### src/rtl/uart_int_sched_if.sv
// Groups the interrupt scheduler's bus-side and FIFO-side signals into one bundle.
// Latency: none; wires only.
// Backpressure: none; every strobe is taken in the cycle it is presented.
interface uart_int_sched_if #(
   parameter int FIFO_DEPTH = 16
);
   localparam int CW = $clog2(FIFO_DEPTH) + 1;

   logic [3:0]    ier_i;
   logic [1:0]    trg_level_i;
   logic          bit_tick_i;
   logic          rx_push_i;
   logic          rx_pop_i;
   logic          tx_push_i;
   logic [CW-1:0] rx_elem_i;
   logic [CW-1:0] tx_elem_i;
   logic          lsr_err_i;
   logic          lsr_rd_i;
   logic          iir_rd_i;
   logic [3:0]    iir_o;
   logic          irq_o;
   logic          cti_o;

   // Driving side: register file and FIFO status sources.
   modport master (
      output ier_i, trg_level_i, bit_tick_i, rx_push_i, rx_pop_i, tx_push_i,
             rx_elem_i, tx_elem_i, lsr_err_i, lsr_rd_i, iir_rd_i,
      input  iir_o, irq_o, cti_o
   );

   // Scheduler side.
   modport slave (
      input  ier_i, trg_level_i, bit_tick_i, rx_push_i, rx_pop_i, tx_push_i,
             rx_elem_i, tx_elem_i, lsr_err_i, lsr_rd_i, iir_rd_i,
      output iir_o, irq_o, cti_o
   );
endinterface

### src/rtl/uart_int_sched.sv
// 16550-style interrupt prioritiser: tracks line-status, RX data, RX timeout and THR-empty sources.
// Latency: 1 cycle from a pending-source change to iir_o; irq_o follows iir_o combinationally.
// Backpressure: none; strobes are consumed every cycle, nothing stalls.
module uart_int_sched #(
   parameter int FIFO_DEPTH = 16,
   parameter int CHAR_BITS  = 10,
   parameter int TO_CHARS   = 4
) (
   input  logic            clk_i,
   input  logic            rst_i,
   uart_int_sched_if.slave sif
);
   localparam int            TO_MAX   = TO_CHARS * CHAR_BITS;
   localparam int            TW       = $clog2(TO_MAX + 1);
   localparam logic [TW-1:0] TO_LIMIT = TW'(TO_MAX);

   typedef enum logic [3:0] {
      IIR_NONE = 4'b0001,
      IIR_LS   = 4'b0110,
      IIR_RX   = 4'b0100,
      IIR_TO   = 4'b1100,
      IIR_THRE = 4'b0010
   } iir_e;

   logic [31:0]   trig_cnt;
   logic          rx_data;
   logic          rx_activity;
   logic [TW-1:0] to_cnt;
   logic          cti;
   logic          ls_p;
   logic          thre_p;
   logic          tx_zero;
   logic          tx_zero_q;
   logic          ier1_q;
   logic          thre_set;
   logic          thre_clr;
   iir_e          iir_q;
   iir_e          iir_nxt;

   // RX trigger threshold decode from the 2-bit level select.
   always_comb begin
      trig_cnt = 32'd1;
      case (sif.trg_level_i)
         2'b00: trig_cnt = 32'd1;
         2'b01: trig_cnt = 32'd4;
         2'b10: trig_cnt = 32'd8;
         2'b11: trig_cnt = 32'd14;
         default: trig_cnt = 32'd1;
      endcase
   end

   // RX data is a live level, never latched: it drops as soon as the FIFO drains below trigger.
   assign rx_data     = (32'(sif.rx_elem_i) >= trig_cnt);
   assign rx_activity = sif.rx_push_i | sif.rx_pop_i | (sif.rx_elem_i == '0);

   // Idle-time counter in bit ticks; saturates at the timeout so it can never wrap back to quiet.
   always_ff @(posedge clk_i) begin
      if (rst_i) begin
         to_cnt <= '0;
      end else if (rx_activity) begin
         to_cnt <= '0;
      end else if (sif.bit_tick_i && (to_cnt != TO_LIMIT)) begin
         to_cnt <= to_cnt + TW'(1);
      end
   end

   assign cti = (to_cnt == TO_LIMIT);

   // Line-status pending: a new error in the same cycle as an LSR read must not be lost.
   always_ff @(posedge clk_i) begin
      if (rst_i) begin
         ls_p <= 1'b0;
      end else if (sif.lsr_err_i) begin
         ls_p <= 1'b1;
      end else if (sif.lsr_rd_i) begin
         ls_p <= 1'b0;
      end
   end

   // THR empty fires on the TX FIFO draining, or on the enable being turned on while already empty.
   assign tx_zero  = (sif.tx_elem_i == '0);
   assign thre_set = tx_zero & (~tx_zero_q | (sif.ier_i[1] & ~ier1_q));
   assign thre_clr = sif.tx_push_i | (sif.iir_rd_i & (iir_q == IIR_THRE));

   // THR-empty pending plus the history bits its edge detection needs; a clear beats a set.
   always_ff @(posedge clk_i) begin
      if (rst_i) begin
         thre_p    <= 1'b0;
         tx_zero_q <= 1'b0;
         ier1_q    <= 1'b0;
      end else begin
         tx_zero_q <= tx_zero;
         ier1_q    <= sif.ier_i[1];
         if (thre_clr) begin
            thre_p <= 1'b0;
         end else if (thre_set) begin
            thre_p <= 1'b1;
         end
      end
   end

   // Fixed-priority encode of the enabled sources; masked sources keep their pending state.
   always_comb begin
      iir_nxt = IIR_NONE;
      if (ls_p && sif.ier_i[2]) begin
         iir_nxt = IIR_LS;
      end else if (rx_data && sif.ier_i[0]) begin
         iir_nxt = IIR_RX;
      end else if (cti && sif.ier_i[3]) begin
         iir_nxt = IIR_TO;
      end else if (thre_p && sif.ier_i[1]) begin
         iir_nxt = IIR_THRE;
      end
   end

   // Registered identification code, refreshed every cycle.
   always_ff @(posedge clk_i) begin
      if (rst_i) begin
         iir_q <= IIR_NONE;
      end else begin
         iir_q <= iir_nxt;
      end
   end

   assign sif.iir_o = iir_q;
   assign sif.irq_o = (iir_q != IIR_NONE);
   assign sif.cti_o = cti;
endmodule

### src/flat_wrapper.sv
// flat-port wrapper written by rule: the top's interface ports become plain ports
module uart_int_sched_flat 
#(
   parameter int FIFO_DEPTH = 16,
   parameter int CHAR_BITS  = 10,
   parameter int TO_CHARS   = 4
)
  (clk_i, rst_i, sif_ier_i, sif_trg_level_i, sif_bit_tick_i, sif_rx_push_i, sif_rx_pop_i, sif_tx_push_i, sif_rx_elem_i, sif_tx_elem_i, sif_lsr_err_i, sif_lsr_rd_i, sif_iir_rd_i, sif_iir_o, sif_irq_o, sif_cti_o);
  uart_int_sched_if #(.FIFO_DEPTH(FIFO_DEPTH)) sif_i ();
  input  logic clk_i;
  input  logic rst_i;
  input wire logic [$bits(sif_i.ier_i)-1:0] sif_ier_i;
  input wire logic [$bits(sif_i.trg_level_i)-1:0] sif_trg_level_i;
  input wire logic [$bits(sif_i.bit_tick_i)-1:0] sif_bit_tick_i;
  input wire logic [$bits(sif_i.rx_push_i)-1:0] sif_rx_push_i;
  input wire logic [$bits(sif_i.rx_pop_i)-1:0] sif_rx_pop_i;
  input wire logic [$bits(sif_i.tx_push_i)-1:0] sif_tx_push_i;
  input wire logic [$bits(sif_i.rx_elem_i)-1:0] sif_rx_elem_i;
  input wire logic [$bits(sif_i.tx_elem_i)-1:0] sif_tx_elem_i;
  input wire logic [$bits(sif_i.lsr_err_i)-1:0] sif_lsr_err_i;
  input wire logic [$bits(sif_i.lsr_rd_i)-1:0] sif_lsr_rd_i;
  input wire logic [$bits(sif_i.iir_rd_i)-1:0] sif_iir_rd_i;
  output wire logic [$bits(sif_i.iir_o)-1:0] sif_iir_o;
  output wire logic [$bits(sif_i.irq_o)-1:0] sif_irq_o;
  output wire logic [$bits(sif_i.cti_o)-1:0] sif_cti_o;
  assign sif_i.ier_i = sif_ier_i;
  assign sif_i.trg_level_i = sif_trg_level_i;
  assign sif_i.bit_tick_i = sif_bit_tick_i;
  assign sif_i.rx_push_i = sif_rx_push_i;
  assign sif_i.rx_pop_i = sif_rx_pop_i;
  assign sif_i.tx_push_i = sif_tx_push_i;
  assign sif_i.rx_elem_i = sif_rx_elem_i;
  assign sif_i.tx_elem_i = sif_tx_elem_i;
  assign sif_i.lsr_err_i = sif_lsr_err_i;
  assign sif_i.lsr_rd_i = sif_lsr_rd_i;
  assign sif_i.iir_rd_i = sif_iir_rd_i;
  assign sif_iir_o = sif_i.iir_o;
  assign sif_irq_o = sif_i.irq_o;
  assign sif_cti_o = sif_i.cti_o;
  uart_int_sched #(.FIFO_DEPTH(FIFO_DEPTH), .CHAR_BITS(CHAR_BITS), .TO_CHARS(TO_CHARS)) u_core (.clk_i(clk_i), .rst_i(rst_i), .sif(sif_i));
endmodule
### config.mk
export PLATFORM = sky130hd
export DESIGN_NAME = uart_int_sched_flat
export DESIGN_NICKNAME = d
export VERILOG_FILES = /design/src/rtl/uart_int_sched_if.sv /design/src/rtl/uart_int_sched.sv /design/src/flat_wrapper.sv
export SDC_FILE = /design/constraint.sdc
export NUM_CORES = 1
export LEC_CHECK = 0
export ABC_CLOCK_PERIOD_IN_PS = 1500
export CAP_MARGIN = 20
export CELL_PAD_IN_SITES_DETAIL_PLACEMENT = 0
export CELL_PAD_IN_SITES_GLOBAL_PLACEMENT = 1
export CORE_UTILIZATION = 27
export CTS_BUF_LIST = sky130_fd_sc_hd__clkbuf_8
export CTS_CLUSTER_SIZE = 40
export DETAILED_ROUTE_END_ITERATION = 12
export PLACE_DENSITY_LB_ADDON = 0.1
export SETUP_SLACK_MARGIN = 0.15
export SLEW_MARGIN = 30
export SYNTH_ARGS = -nofsm -noshare
export SYNTH_HDL_FRONTEND = slang
export SYNTH_SLANG_ARGS = --single-unit
### constraint.sdc
create_clock -name clk_i -period 1.5 [get_ports clk_i]
set_clock_uncertainty 0.15 [all_clocks]
set_input_delay 0.3 -clock clk_i [delete_from_list [all_inputs] [get_ports clk_i]]
set_output_delay 0.3 -clock clk_i [all_outputs]
set_load 0.01 [all_outputs]
==> impl_metrics.py <==
metrics = {
    "finish": {
        "antenna_cells": 0,
        "drive_above_1_share": 0.504,
        "area_delta_synth_final_pct": 88.6,
        "fillCellCount": 233,
        "fin_area_sq_mm": 0.00132,
        "nets": 163,
        "final_util": 0.534,
    },
    "clocking": {
        "cts.sinks": 14,
        "cts_inserted_buffers": 3,
        "cts_tree": "done",
        "path_clk_slew_ps": 60,
        "insertion_delay_ps": 240,
        "htree_num_levels": 1,
        "clk_path_buf_depth": 2,
        "cts-root-buf": "clkbuf_8",
    },
    "logic_synthesis": {
        "ys.flop_type": "dfxtp_1",
        "synth_area_sq_um": 702,
        "synth_most_common_cell": "dfxtp_1",
        "synth_top_area_cell": "dfxtp_1",
        "synthCells": 79,
        "synth_edf_count": 0,
        "async_reset_ff_frac": 0,
        "netlist_top_cells_area": "dfxtp_1, ha_1, nor2_1",
        "synth_seq_area_share": 0.399,
        "synth_common_cells": "dfxtp_1, nor2_1, nand2_1",
        "netlist.area_leader.share": 0.399,
        "synth_cell_types": 28,
        "ys_ff_latch": 14,
        "syn_nets": 110,
        "syn_avg_cell_area_sq_um": 8.89,
        "ys_warn_count": 0,
    },
    "pwr": {
        "p_per_area_mw_per_mm2": 710,
        "irDropWorstVdd_v": 0.000435,
        "power.leakage_uw": 0.000569,
    },
    "floorplan": {
        "start_util": 0.283,
        "io_pins": 31,
        "die_w_um": 53.0,
        "design.die.area_sq_mm": 0.00281,
        "core_region_area_sq_mm": 0.00248,
        "num_rows": 18,
        "die_h_um": 53.0,
    },
    "drt": {
        "drc": 1,
        "drt_iter0_markers": 8,
        "num_vias": 765,
        "wl_mm": 1.83,
        "viasPerCell": 4.75,
        "firstDrtPassIters": 9,
        "final_antenna_net_count": 0,
        "wl_per_cell_um": 11.4,
    },
    "worst_hold_path": {
        "worstHoldPathType": "input pin to flip-flop",
    },
    "setup_path": {
        "critPathBufInv": 1,
        "cpMaxStageDelayCell": "or4b_4",
        "crit_fanout": 2,
        "crit_required_ps": 1050,
        "endpoint_kind": "primary output",
        "critical_path_arrival_ps": 1220,
        "cp_top_family": "simple AND/OR/NAND/NOR gates",
        "crit_type": "flip-flop to primary output",
        "start_kind": "flip-flop",
        "max_stage_delay_ps": 530,
        "path_cells": "or4b_4 > buf_6",
    },
    "sta": {
        "slew_headroom": 0.801,
        "finalSetupViolCount": 5,
        "fin_crit_ps": 1670,
        "final-hold-violation-count": 0,
        "rsz0062_at_grt": "yes",
        "drv_slew": 0,
        "max_clock_freq_ghz": 0.598,
        "worst_slew_pin_slew_ps": 296,
        "fin_tns_setup_ps": -383,
        "setup_ws_ps": -171,
        "post-route-period-util": 1.11,
    },
    "job": {
        "max-cap-violations": 0,
    },
    "global_routing": {
        "antenna_found_initial": 0,
        "grt_pass1_vias": 701,
        "overflow": 0,
        "grtUsageTotal": 0.144,
        "grt_max_degree": 9,
        "grt_pass1_wl_mm": 2.95,
    },
    "placement": {
        "gp_congestion": 0.724,
        "post-place-ws_ps": -667,
        "hpwl_mm": 1.41,
        "dpl-instance-area_sq_mm": 0.00121,
        "io_buffers": 30,
    },
    "status": {
        "violations": "DRC, setup timing",
        "outcome": "finished with violations",
    },
}
layout by cell type, fill, tap and decap left out, types with 2 or more instances in the layout:
master	count
ha_1	3
inv_2	2
nor3_1	2
o21ai_0	2
clkdlybuf4s15_1	2
nor2_4	2
nand4_1	2
dfxtp_1	8
inv_1	4
clkdlybuf4s50_1	12
a21oi_1	3
buf_6	5
a21oi_2	2
buf_2	10
nor2_1	8
buf_4	17
dfxtp_2	6
nand2_1	6
ha_4	3
nand2_4	2
xor2_1	2
a41o_1	2
clkbuf_8	4
or4_4	2
cell families after synthesis:
kind of cell | count (synthesis) | share of synthesized area
buf+inv | 8 | 0.0428
compound gates | 15 | 0.141
simple gates | 32 | 0.258
mux | 1 | 0.0143
xor+xnor | 3 | 0.0374
flops | 14 | 0.399
fa+ha+maj | 6 | 0.107
worst reg2reg max path: stages (launching register included):
cell and delay [ps]:
dfxtp_2 330, inv_2 40, ha_4 140, nand4b_1 110
nor2_2 60, buf_4 130, buf_6 110, or3_4 320
a21oi_2 110
area by class of cell:
cell class	count	area (sq um)	share of cell area
clock buffers	4	55.1	0.0416
inverters	7	38.8	0.0293
multi-input cells	57	505	0.382
flip-flops and latches	14	288	0.217
well taps	30	37.5	0.0284
repair buffers	49	399	0.302
where the power goes:
part           switching, uW  internal (uW)
logic                   74.2            111
clock network            135            232
registers               4.45            382
total                    214            726
sequential cells by signal (all words and copies together) (netlist names):
register          count
u_core.to_cnt         6
u_core.sif.iir_o      4
u_core.thre_p         1
u_core.ls_p           1
u_core.tx_zero_q      1
u_core.ier1_q         1
timing repair:
item	in CTS	in global routing
gates cloned	0	0
pin swaps	22	7
hold buffers	0	0
gates resized for setup	78	7
endpoints found under the setup margin	18	13
buffers inserted	0	1
worst paths after layout:
check / start / endpoint / slack [ps] / depth (start not counted)
min: sif_tx_elem_i[4] / u_core.tx_zero_q / 190 / 3
max reg2reg: u_core.to_cnt[0] / u_core.to_cnt[2] / -80 / 8
min reg2reg: u_core.ls_p / u_core.ls_p / 340 / 2
max: u_core.sif.iir_o[2] / sif_irq_o / -170 / 2
through the flow:
step / hold slack [ps] / power [uW] / cells
after floorplan: 224 / 455 / 79
after global placement: 323 / 571 / 156
after detailed placement: 321 / 573 / 156
after CTS: 181 / 943 / 160
after global routing: 191 / 986 / 161
final: 186 / 939 / 161
routing by layer:
layer  global-route usage  wire length [um]
met5                    0                 0
met2                0.234               886
met4               0.0658                 0
met1                0.184               864
met3               0.0259                81
(Power assumes the default switching activity.)
